[config.mk]
export PLATFORM = sky130hd
export DESIGN_NAME = wb_mem_arbiter_flat
export DESIGN_NICKNAME = d
export VERILOG_FILES = /design/src/rtl/wb_mem_arbiter_if.sv /design/src/rtl/wb_mem_arbiter.sv /design/src/flat_wrapper.sv
export SDC_FILE = /design/constraint.sdc
export NUM_CORES = 1
export LEC_CHECK = 0
export ABC_AREA = 1
export ABC_CLOCK_PERIOD_IN_PS = 3700
export BUFFER_PORTS_ARGS = -buffer_cell sky130_fd_sc_hd__buf_2
export CORE_AREA = 5 5 147 149
export DETAILED_ROUTE_END_ITERATION = 16
export DIE_AREA = 0 0 152 154
export GPL_TIMING_DRIVEN = 0
export SLEW_MARGIN = 0
export SYNTH_ARGS = -nofsm -noshare
export SYNTH_HDL_FRONTEND = slang
export SYNTH_SLANG_ARGS = --single-unit
[constraint.sdc]
create_clock -name wb_clk_i -period 3.7 [get_ports wb_clk_i]
set_clock_uncertainty 0.15 [all_clocks]
set_input_delay 0.74 -clock wb_clk_i [delete_from_list [all_inputs] [get_ports wb_clk_i]]
set_output_delay 0.74 -clock wb_clk_i [all_outputs]
set_load 0.02 [all_outputs]
[src/rtl/wb_mem_arbiter_if.sv]
// +-----------------------------------------------------------------------+
// | wb_mem_arbiter_if : Wishbone master-side and RAM-side signal bundle   |
// | Rev 1.0                                                                |
// +-----------------------------------------------------------------------+
`default_nettype none

interface wb_mem_arbiter_if #(
    parameter int NUM_MASTERS = 3,
    parameter int AW          = 32,
    parameter int DW          = 32
);
    logic [NUM_MASTERS*AW-1:0]     m_adr_i;
    logic [NUM_MASTERS*DW-1:0]     m_dat_i;
    logic [NUM_MASTERS*DW/8-1:0]   m_sel_i;
    logic [NUM_MASTERS-1:0]        m_we_i;
    logic [NUM_MASTERS-1:0]        m_cyc_i;
    logic [NUM_MASTERS-1:0]        m_stb_i;
    logic [NUM_MASTERS*3-1:0]      m_cti_i;
    logic [NUM_MASTERS*2-1:0]      m_bte_i;
    logic [DW-1:0]                 m_dat_o;
    logic [NUM_MASTERS-1:0]        m_ack_o;
    logic [NUM_MASTERS-1:0]        m_err_o;
    logic [NUM_MASTERS-1:0]        m_rty_o;

    logic [AW-1:0]                 s_adr_o;
    logic [DW-1:0]                 s_dat_o;
    logic [DW/8-1:0]               s_sel_o;
    logic                          s_we_o;
    logic                          s_cyc_o;
    logic                          s_stb_o;
    logic [2:0]                    s_cti_o;
    logic [1:0]                    s_bte_o;
    logic [DW-1:0]                 s_dat_i;
    logic                          s_ack_i;
    logic                          s_err_i;
    logic                          s_rty_i;

    // The arbiter is the slave of the master-side bus; the environment
    // (masters plus RAM) uses the mirrored view.
    modport slave (
        input  m_adr_i, m_dat_i, m_sel_i, m_we_i, m_cyc_i, m_stb_i, m_cti_i, m_bte_i,
        output m_dat_o, m_ack_o, m_err_o, m_rty_o,
        output s_adr_o, s_dat_o, s_sel_o, s_we_o, s_cyc_o, s_stb_o, s_cti_o, s_bte_o,
        input  s_dat_i, s_ack_i, s_err_i, s_rty_i
    );

    modport master (
        output m_adr_i, m_dat_i, m_sel_i, m_we_i, m_cyc_i, m_stb_i, m_cti_i, m_bte_i,
        input  m_dat_o, m_ack_o, m_err_o, m_rty_o,
        input  s_adr_o, s_dat_o, s_sel_o, s_we_o, s_cyc_o, s_stb_o, s_cti_o, s_bte_o,
        output s_dat_i, s_ack_i, s_err_i, s_rty_i
    );
endinterface

`default_nettype wire

[src/rtl/wb_mem_arbiter.sv]
// +-----------------------------------------------------------------------+
// | wb_mem_arbiter : round-robin Wishbone B3 arbiter with watchdog        |
// | Rev 1.0                                                                |
// +-----------------------------------------------------------------------+
`default_nettype none

module wb_mem_arbiter #(
    parameter int NUM_MASTERS = 3,
    parameter int AW          = 32,
    parameter int DW          = 32,
    parameter int TIMEOUT     = 255
) (
    input  logic                   wb_clk_i,
    input  logic                   wb_rst_ni,
    wb_mem_arbiter_if.slave        bus,
    output logic [NUM_MASTERS-1:0] grant_o,
    output logic                   timeout_o
);

    localparam int c_IW  = (NUM_MASTERS > 1) ? $clog2(NUM_MASTERS) : 1;
    localparam int c_WDW = (TIMEOUT > 0) ? $clog2(TIMEOUT + 1) : 1;

    localparam logic [0:0] c_S_IDLE  = 1'b0;
    localparam logic [0:0] c_S_OWNED = 1'b1;

    logic [0:0]             state_q, state_d;
    logic [NUM_MASTERS-1:0] grant_q, grant_d;
    logic [c_IW-1:0]        last_q, last_d;
    logic [c_WDW-1:0]       wd_cnt_q, wd_cnt_d;
    logic                   timeout_q, timeout_d;

    logic                   w_owned;
    logic                   w_resp;
    logic                   w_wd_fire;
    logic                   w_found;
    int                     w_own;
    int                     w_idx;
    int                     w_pick;

    // While owned, last_q is the owner's index.
    assign w_own     = int'(last_q);
    assign w_owned   = (state_q == c_S_OWNED);
    assign w_resp    = bus.s_ack_i | bus.s_err_i | bus.s_rty_i;
    assign w_wd_fire = (TIMEOUT != 0) && w_owned && (wd_cnt_q == c_WDW'(TIMEOUT));

    always_ff @(posedge wb_clk_i or negedge wb_rst_ni) begin
        if (!wb_rst_ni) begin
            state_q   <= c_S_IDLE;
            grant_q   <= '0;
            last_q    <= c_IW'(NUM_MASTERS - 1);
            wd_cnt_q  <= '0;
            timeout_q <= 1'b0;
        end else begin
            state_q   <= state_d;
            grant_q   <= grant_d;
            last_q    <= last_d;
            wd_cnt_q  <= wd_cnt_d;
            timeout_q <= timeout_d;
        end
    end

    always_comb begin
        state_d   = state_q;
        grant_d   = grant_q;
        last_d    = last_q;
        wd_cnt_d  = '0;
        timeout_d = w_wd_fire;
        w_found   = 1'b0;
        w_pick    = 0;
        w_idx     = 0;
        case (state_q)
            c_S_IDLE: begin
                // Search starts just after the previous owner, wrapping around.
                for (int i = 1; i <= NUM_MASTERS; i++) begin
                    w_idx = int'(last_q) + i;
                    if (w_idx >= NUM_MASTERS) begin
                        w_idx = w_idx - NUM_MASTERS;
                    end
                    if (!w_found && bus.m_cyc_i[w_idx]) begin
                        w_found = 1'b1;
                        w_pick  = w_idx;
                    end
                end
                if (w_found) begin
                    state_d         = c_S_OWNED;
                    grant_d         = '0;
                    grant_d[w_pick] = 1'b1;
                    last_d          = c_IW'(w_pick);
                end
            end
            default: begin
                if (!bus.m_cyc_i[w_own]) begin
                    state_d = c_S_IDLE;
                    grant_d = '0;
                end else if ((TIMEOUT != 0) && bus.m_stb_i[w_own] && !w_resp && !w_wd_fire) begin
                    wd_cnt_d = wd_cnt_q + c_WDW'(1);
                end
            end
        endcase
    end

    always_comb begin
        bus.s_adr_o = '0;
        bus.s_dat_o = '0;
        bus.s_sel_o = '0;
        bus.s_we_o  = 1'b0;
        bus.s_cyc_o = 1'b0;
        bus.s_stb_o = 1'b0;
        bus.s_cti_o = '0;
        bus.s_bte_o = '0;
        bus.m_ack_o = '0;
        bus.m_err_o = '0;
        bus.m_rty_o = '0;
        if (w_owned) begin
            bus.s_adr_o          = bus.m_adr_i[w_own*AW +: AW];
            bus.s_dat_o          = bus.m_dat_i[w_own*DW +: DW];
            bus.s_sel_o          = bus.m_sel_i[w_own*(DW/8) +: DW/8];
            bus.s_we_o           = bus.m_we_i[w_own];
            bus.s_cyc_o          = bus.m_cyc_i[w_own];
            bus.s_stb_o          = bus.m_stb_i[w_own] & ~w_wd_fire;
            bus.s_cti_o          = bus.m_cti_i[w_own*3 +: 3];
            bus.s_bte_o          = bus.m_bte_i[w_own*2 +: 2];
            bus.m_ack_o[w_own]   = bus.s_ack_i;
            bus.m_rty_o[w_own]   = bus.s_rty_i;
            bus.m_err_o[w_own]   = bus.s_err_i | w_wd_fire;
        end
    end

    assign bus.m_dat_o = bus.s_dat_i;
    assign grant_o     = grant_q;
    assign timeout_o   = timeout_q;

endmodule

`default_nettype wire

[src/flat_wrapper.sv]
// flat-port wrapper written by rule: the top's interface ports become plain ports
module wb_mem_arbiter_flat 
#(
    parameter int NUM_MASTERS = 3,
    parameter int AW          = 32,
    parameter int DW          = 32,
    parameter int TIMEOUT     = 255
)
  (wb_clk_i, wb_rst_ni, grant_o, timeout_o, bus_m_adr_i, bus_m_dat_i, bus_m_sel_i, bus_m_we_i, bus_m_cyc_i, bus_m_stb_i, bus_m_cti_i, bus_m_bte_i, bus_m_dat_o, bus_m_ack_o, bus_m_err_o, bus_m_rty_o, bus_s_adr_o, bus_s_dat_o, bus_s_sel_o, bus_s_we_o, bus_s_cyc_o, bus_s_stb_o, bus_s_cti_o, bus_s_bte_o, bus_s_dat_i, bus_s_ack_i, bus_s_err_i, bus_s_rty_i);
  wb_mem_arbiter_if #(.NUM_MASTERS(NUM_MASTERS), .AW(AW), .DW(DW)) bus_i ();
  input  logic wb_clk_i;
  input  logic wb_rst_ni;
  output logic [NUM_MASTERS-1:0] grant_o;
  output logic timeout_o;
  input wire logic [$bits(bus_i.m_adr_i)-1:0] bus_m_adr_i;
  input wire logic [$bits(bus_i.m_dat_i)-1:0] bus_m_dat_i;
  input wire logic [$bits(bus_i.m_sel_i)-1:0] bus_m_sel_i;
  input wire logic [$bits(bus_i.m_we_i)-1:0] bus_m_we_i;
  input wire logic [$bits(bus_i.m_cyc_i)-1:0] bus_m_cyc_i;
  input wire logic [$bits(bus_i.m_stb_i)-1:0] bus_m_stb_i;
  input wire logic [$bits(bus_i.m_cti_i)-1:0] bus_m_cti_i;
  input wire logic [$bits(bus_i.m_bte_i)-1:0] bus_m_bte_i;
  output wire logic [$bits(bus_i.m_dat_o)-1:0] bus_m_dat_o;
  output wire logic [$bits(bus_i.m_ack_o)-1:0] bus_m_ack_o;
  output wire logic [$bits(bus_i.m_err_o)-1:0] bus_m_err_o;
  output wire logic [$bits(bus_i.m_rty_o)-1:0] bus_m_rty_o;
  output wire logic [$bits(bus_i.s_adr_o)-1:0] bus_s_adr_o;
  output wire logic [$bits(bus_i.s_dat_o)-1:0] bus_s_dat_o;
  output wire logic [$bits(bus_i.s_sel_o)-1:0] bus_s_sel_o;
  output wire logic [$bits(bus_i.s_we_o)-1:0] bus_s_we_o;
  output wire logic [$bits(bus_i.s_cyc_o)-1:0] bus_s_cyc_o;
  output wire logic [$bits(bus_i.s_stb_o)-1:0] bus_s_stb_o;
  output wire logic [$bits(bus_i.s_cti_o)-1:0] bus_s_cti_o;
  output wire logic [$bits(bus_i.s_bte_o)-1:0] bus_s_bte_o;
  input wire logic [$bits(bus_i.s_dat_i)-1:0] bus_s_dat_i;
  input wire logic [$bits(bus_i.s_ack_i)-1:0] bus_s_ack_i;
  input wire logic [$bits(bus_i.s_err_i)-1:0] bus_s_err_i;
  input wire logic [$bits(bus_i.s_rty_i)-1:0] bus_s_rty_i;
  assign bus_i.m_adr_i = bus_m_adr_i;
  assign bus_i.m_dat_i = bus_m_dat_i;
  assign bus_i.m_sel_i = bus_m_sel_i;
  assign bus_i.m_we_i = bus_m_we_i;
  assign bus_i.m_cyc_i = bus_m_cyc_i;
  assign bus_i.m_stb_i = bus_m_stb_i;
  assign bus_i.m_cti_i = bus_m_cti_i;
  assign bus_i.m_bte_i = bus_m_bte_i;
  assign bus_m_dat_o = bus_i.m_dat_o;
  assign bus_m_ack_o = bus_i.m_ack_o;
  assign bus_m_err_o = bus_i.m_err_o;
  assign bus_m_rty_o = bus_i.m_rty_o;
  assign bus_s_adr_o = bus_i.s_adr_o;
  assign bus_s_dat_o = bus_i.s_dat_o;
  assign bus_s_sel_o = bus_i.s_sel_o;
  assign bus_s_we_o = bus_i.s_we_o;
  assign bus_s_cyc_o = bus_i.s_cyc_o;
  assign bus_s_stb_o = bus_i.s_stb_o;
  assign bus_s_cti_o = bus_i.s_cti_o;
  assign bus_s_bte_o = bus_i.s_bte_o;
  assign bus_i.s_dat_i = bus_s_dat_i;
  assign bus_i.s_ack_i = bus_s_ack_i;
  assign bus_i.s_err_i = bus_s_err_i;
  assign bus_i.s_rty_i = bus_s_rty_i;
  wb_mem_arbiter #(.NUM_MASTERS(NUM_MASTERS), .AW(AW), .DW(DW), .TIMEOUT(TIMEOUT)) u_core (.wb_clk_i(wb_clk_i), .wb_rst_ni(wb_rst_ni), .bus(bus_i), .grant_o(grant_o), .timeout_o(timeout_o));
endmodule
# Yosys cells after proc, flatten, opt, wreduce, memory -nomap -nowiden
# Index checks and enable logic that the tools add are counted.
dict set report classes {
  reduce_logical 14
  muxes 55
  n_eq_ne 2
  mul 1
  add_sub_neg 7
  bitwise 9
  order_cmp 10
  shift 5
}
# operator count
set op_table {}
lappend op_table {{32-bit 2-to-1 mux} 12}
lappend op_table {{96-bit by 8-bit variable part select with 32-bit output} 2}
lappend op_table {{32-bit by 4-bit < comparator with 1-bit output (second input constant)} 4}
lappend op_table {{32-bit by 3-bit >= comparator with 1-bit output (second input constant)} 3}
lappend op_table {{32-bit by 3-bit subtractor with 32-bit output (second input constant)} 3}
lappend op_table {{32-bit by 1-bit >= comparator with 1-bit output (second input constant)} 1}
lappend op_table {{9-bit by 32-bit variable part select with 3-bit output} 1}
lappend op_table {{8-bit 2-to-1 mux} 3}
lappend op_table {{1-bit 2-to-1 mux} 23}
lappend op_table {{3-bit 2-to-1 mux} 7}
lappend op_table {{1-bit binary-select mux with 2-bit select} 6}
lappend op_table {{12-bit by 5-bit variable part select with 4-bit output} 1}
lappend op_table {{3-bit AND} 3}
lappend op_table {{8-bit by 1-bit adder with 8-bit output (second input constant)} 1}
lappend op_table {{8-bit == test (second input constant)} 1}
lappend op_table {{1-bit logical AND} 7}
lappend op_table {{2-bit by 2-bit adder with 3-bit output (second input constant)} 2}
lappend op_table {{6-bit by 4-bit variable part select with 2-bit output} 1}
lappend op_table {{1-bit demux with 2-bit select} 2}
lappend op_table {{1-bit logical NOT} 4}
lappend op_table {{2-bit by 2-bit multiplier with 4-bit output (second input constant)} 1}
lappend op_table {{4-bit 2-to-1 mux} 1}
lappend op_table {{2-bit AND reduction} 2}
lappend op_table {{2-bit by 1-bit adder with 3-bit output (second input constant)} 1}
lappend op_table {{8 further kinds} 11}
dict set report word_totals {
  output_inout_bits 121
  elab_cells 108
  ff_bits 15
  inputBits 265
}

# Longest topological paths before layout
dict set report depth {
  ltp_word 23
  mapped_depth 16
  mapped_depth_nobuf 13
}

# Worst setup path before layout
# Ideal clock, no wire load.
dict set report synth_timing {
  path_type {reg-to-output}
  start {register u_core.last_q[0]}
  end {output port bus_m_err_o[2]}
  path_stages_with_launch 8
  path_slack_ns 1.070
  arrival_ns 1.740
  path_buffers 3
  t_required_ns 2.810
  path_cell_list {dfrtp_1 buf_6 inv_6 buf_6 clkbuf_1 ha_1 inv_1 nor3_1}
}
dict set report synth_between {
  elab_chain_cells 6
  elab_cells_between_ends 7
  classes_between {order compare: 2; mux: 3; bitwise: 1; reduce/logical: 1}
}
# item line_no
set synth_rtl {}
lappend synth_rtl {{start, declared} wb_mem_arbiter.sv:28} ;# logic [c_IW-1:0] last_q, last_d;
lappend synth_rtl {{start signal, assigned} wb_mem_arbiter.sv:50} ;# last_q <= c_IW'(NUM_MASTERS - 1);
lappend synth_rtl {{start signal, assigned} wb_mem_arbiter.sv:56} ;# last_q <= last_d;
lappend synth_rtl {{2-bit by 3-bit < comparator with 1-bit output (not written as such) / 2-bit by 1-bit >= comparator with 1-bit output (equally long branches)} wb_mem_arbiter.sv:125} ;# bus.m_err_o[w_own] = bus.s_err_i | w_wd_fire;
lappend synth_rtl {{1-bit logical AND (not written as such)} wb_mem_arbiter.sv:125}
lappend synth_rtl {{1-bit 2-to-1 mux (not written as such)} wb_mem_arbiter.sv:125}
lappend synth_rtl {{1-bit demux with 2-bit select (*)} n/a}
lappend synth_rtl {{3-bit AND (no line) (*)} n/a}
lappend synth_rtl {{3-bit 2-to-1 mux (*)} wb_mem_arbiter.sv:114} ;# if (w_owned) begin
lappend synth_rtl {{end, declared} flat_wrapper.sv:25} ;# output wire logic [$bits(bus_i.m_err_o)-1:0] bus_m_err_o;
# Every way passes the cells marked *; elsewhere a longest branch is shown, timed or not.

# Final worst setup path
dict set report layout_timing {
  start {register u_core.last_q[1]}
  end {output port bus_s_dat_o[19]}
}
dict set report layout_between {
  elab_chain_cells 2
}
# item line_no
set layout_rtl {}
lappend layout_rtl {{96-bit by 8-bit variable part select with 32-bit output} wb_mem_arbiter.sv:116} ;# bus.s_dat_o = bus.m_dat_i[w_own*DW +: DW];
lappend layout_rtl {{32-bit 2-to-1 mux} wb_mem_arbiter.sv:114}
lappend layout_rtl {{end, declared} flat_wrapper.sv:28} ;# output wire logic [$bits(bus_i.s_dat_o)-1:0] bus_s_dat_o;
# No other way between the ends.

==> impl_metrics.env <==
export IMPL_tightest_slew_ps=696
export IMPL_track_usage_pct=14.1
export IMPL_cts_setup_buffers=0
export IMPL_ys_seq_elements=15
export IMPL_die_h_um=154
export IMPL_status="completed"
export IMPL_slew_viol_final=0
export IMPL_clockBufferDepth=2
export IMPL_synth_area_leader_cell="nor2_1"
export IMPL_rsz0062_at_grt="false"
export IMPL_clk_latency_ps=240
export IMPL_cts_root_buf="clkbuf_16"
export IMPL_yosys_warnings=0
export IMPL_grt_max_degree=16
export IMPL_synth_cells=583
export IMPL_gp_congestion=0.927
export IMPL_grt_overflow_total=0
export IMPL_holdBufCountCts=0
export IMPL_nets=1212
export IMPL_num_vias=5152
export IMPL_clock_sinks=15
export IMPL_portBuffers=353
export IMPL_tns_ps=0
export IMPL_h_tree_depth=1
export IMPL_drt_pass1_iterations=5
export IMPL_arrival_ps=2410
export IMPL_syn2layout_area_growth_pct=70.3
export IMPL_vdd_drop_max_uv=313
export IMPL_ios=386
export IMPL_p_leak_nw=2.92
export IMPL_initial_core_util_pct=15.5
export IMPL_antenna_found_initial=1
export IMPL_synth_area_top_cells="nor2_1 19%, nand2_1 13%, o21ai_0 12%"
export IMPL_start_kind="flop"
export IMPL_fmax_mhz=303
export IMPL_power_per_cell_area_nw_per_um2=703
export IMPL_ys_seq_area_share_pct=12.1
export IMPL_syn_nets=854
export IMPL_synth_avg_cell_area_um2=5.33
export IMPL_synth_area_um2=3110
export IMPL_antenna_left=0
export IMPL_critical_path_endpoint_type="primary output"
export IMPL_drv_cap=0
export IMPL_die_w_um=152
export IMPL_route_detailed_drc=0
export IMPL_via_per_inst=4.26
export IMPL_criticalPathCategory="flop to primary output"
export IMPL_fillCellCount=2328
export IMPL_core_area_um2=20000
export IMPL_row_count=52
export IMPL_finalSetupViolCount=0
export IMPL_period_share_pct=89.1
export IMPL_timing_max_slew_rel_slack_pct=53.6
export IMPL_drt_iter0_markers=319
export IMPL_final_common_cell="buf_2"
export IMPL_ys_types=33
export IMPL_crit_fanout=10
export IMPL_worstPathRequired_ps=2810
export IMPL_hold_viol_final=0
export IMPL_clkTransAtPathRegs_ps=50
export IMPL_detail_route_wl_per_cell_um=15.3
export IMPL_whs_ps=242
export IMPL_layout_common_cells="368 x buf_2, 160 x nor2_1, 109 x nand2_1, 76 x o21ai_0, 74 x a21oi_1"
export IMPL_post_cts_resized=0
export IMPL_grt_pass1_wl_um=27200
export IMPL_hold_path_class="primary input to asynchronous set/reset pin"
export IMPL_yosysTopAreaCellShare_pct=19.3
export IMPL_wirelength_um=18500
export IMPL_grt_pass1_vias=4901
export IMPL_cts_buffers=3
export IMPL_cts_tree="built"
export IMPL_layout_min_cycle_time_ps=3300
export IMPL_antenna_cells=0
export IMPL_place_hpwl_um=15500
export IMPL_drive_above_1_share_pct=46.6
export IMPL_dieArea_um2=23400
final timing paths:
| kind | endpoint | depth (start not counted) | slack [ps] | startpoint |
|---|---|---|---|---|
| min in group wb_clk_i | u_core.grant_o[1] | 2 | 320 | u_core.grant_o[1] |
| setup / recovery | bus_s_dat_o[19] | 8 | 400 | u_core.last_q[1] |
| hold reg to reg | u_core.grant_o[1] | 2 | 320 | u_core.grant_o[1] |
| setup reg to reg | u_core.grant_o[1] | 15 | 800 | u_core.last_q[0] |
| hold / removal | u_core.timeout_o | 1 | 240 | wb_rst_ni |
| max in group asynchronous | u_core.last_q[1] | 1 | 2860 | wb_rst_ni |
per-stage QoR:
step | utilization [%] | cells | setup WS [ps] | power (W) | cell area (um2)
CTS | 26.4 | 1210 | 270 | 0.00378 | 5290
global route | 26.4 | 1210 | 149 | 0.00407 | 5290
detailed placement | 26.0 | 1206 | 537 | 0.00355 | 5210
global placement | 26.0 | 1206 | 525 | 0.00355 | 5210
finish | 26.4 | 1210 | 403 | 0.00372 | 5290
floorplan | - | 583 | 1070 | 0.00237 | 3110
cell type report:
type,instances,area [um2],area share (%)
Sequential cell,15,377,7.12
Inverter,17,68.8,1.30
Multi-Input combinational cell,476,2210,41.8
Tap cell,270,338,6.39
Buffer,75,450,8.51
Clock buffer,4,78.8,1.49
Timing Repair Buffer,353,1770,33.4
synth_stat cells:
cell type and count:
nand3_2 3, nor3_1 4, dfrtp_1 14, clkbuf_1 17
a21boi_2 1, buf_2 15, nand4_1 2, nor3_2 7
nand2_1 109, xnor2_1 4, nor3b_2 1, nand2_4 1
nor2_2 4, ha_1 6, buf_1 5, a31o_2 1
buf_4 36, xor2_1 1, and3_1 2, o21ai_1 1
o21ai_0 76, nand2_2 4, o21ai_2 1, nor2_4 1
inv_2 3, o211ai_1 1, nand3_1 12, nor2_1 160
inv_6 1, dfstp_2 1, a21oi_1 74, buf_6 2
inv_1 13
cell families (layout without fill, tap and decap cells):
logic type,after synthesis,in the layout,synth area share [%]
DFF,15,15,12.1
adders and majority gates,6,6,2.42
and+or+nand+nor,310,310,41.8
buffers and inverters,92,449,16.7
xor gates and xnor gates,5,5,1.41
AOI/OAI and AO/OA,155,155,25.5
routing by layer:
metal | part of all wire [%] | track usage, % | vias to the layer above
li1 | - | - | 2571
met1 | 41 | 17.1 | 2311
met2 | 50 | 25.4 | 242
met3 | 8.3 | 3.88 | 26
met4 | 1.4 | 2.05 | 2
met5 | 0.070 | 0 | -
sequential cells by signal (all words and copies together) (netlist names):
register	cells
u_core.last_q	2
u_core.timeout_o	1
u_core.state_q	1
u_core.wd_cnt_q	8
u_core.grant_o	3
worst max-delay path, stage by stage, from the launching register on:
cell,delay [ps]
dfstp_2,560
buf_2,210
inv_2,100
nor2_2,170
buf_2,320
buf_2,280
nand2_1,70
a21oi_1,210
buf_2,230
report_power, final:
group,total (W),internal (W),switching [W]
combinational,0.00329,0.00103,0.00226
sequential,0.000221,0.000196,0.0000251
clock,0.000210,0.000146,0.0000642
Note: power is estimated with default switching activity, not from simulation.
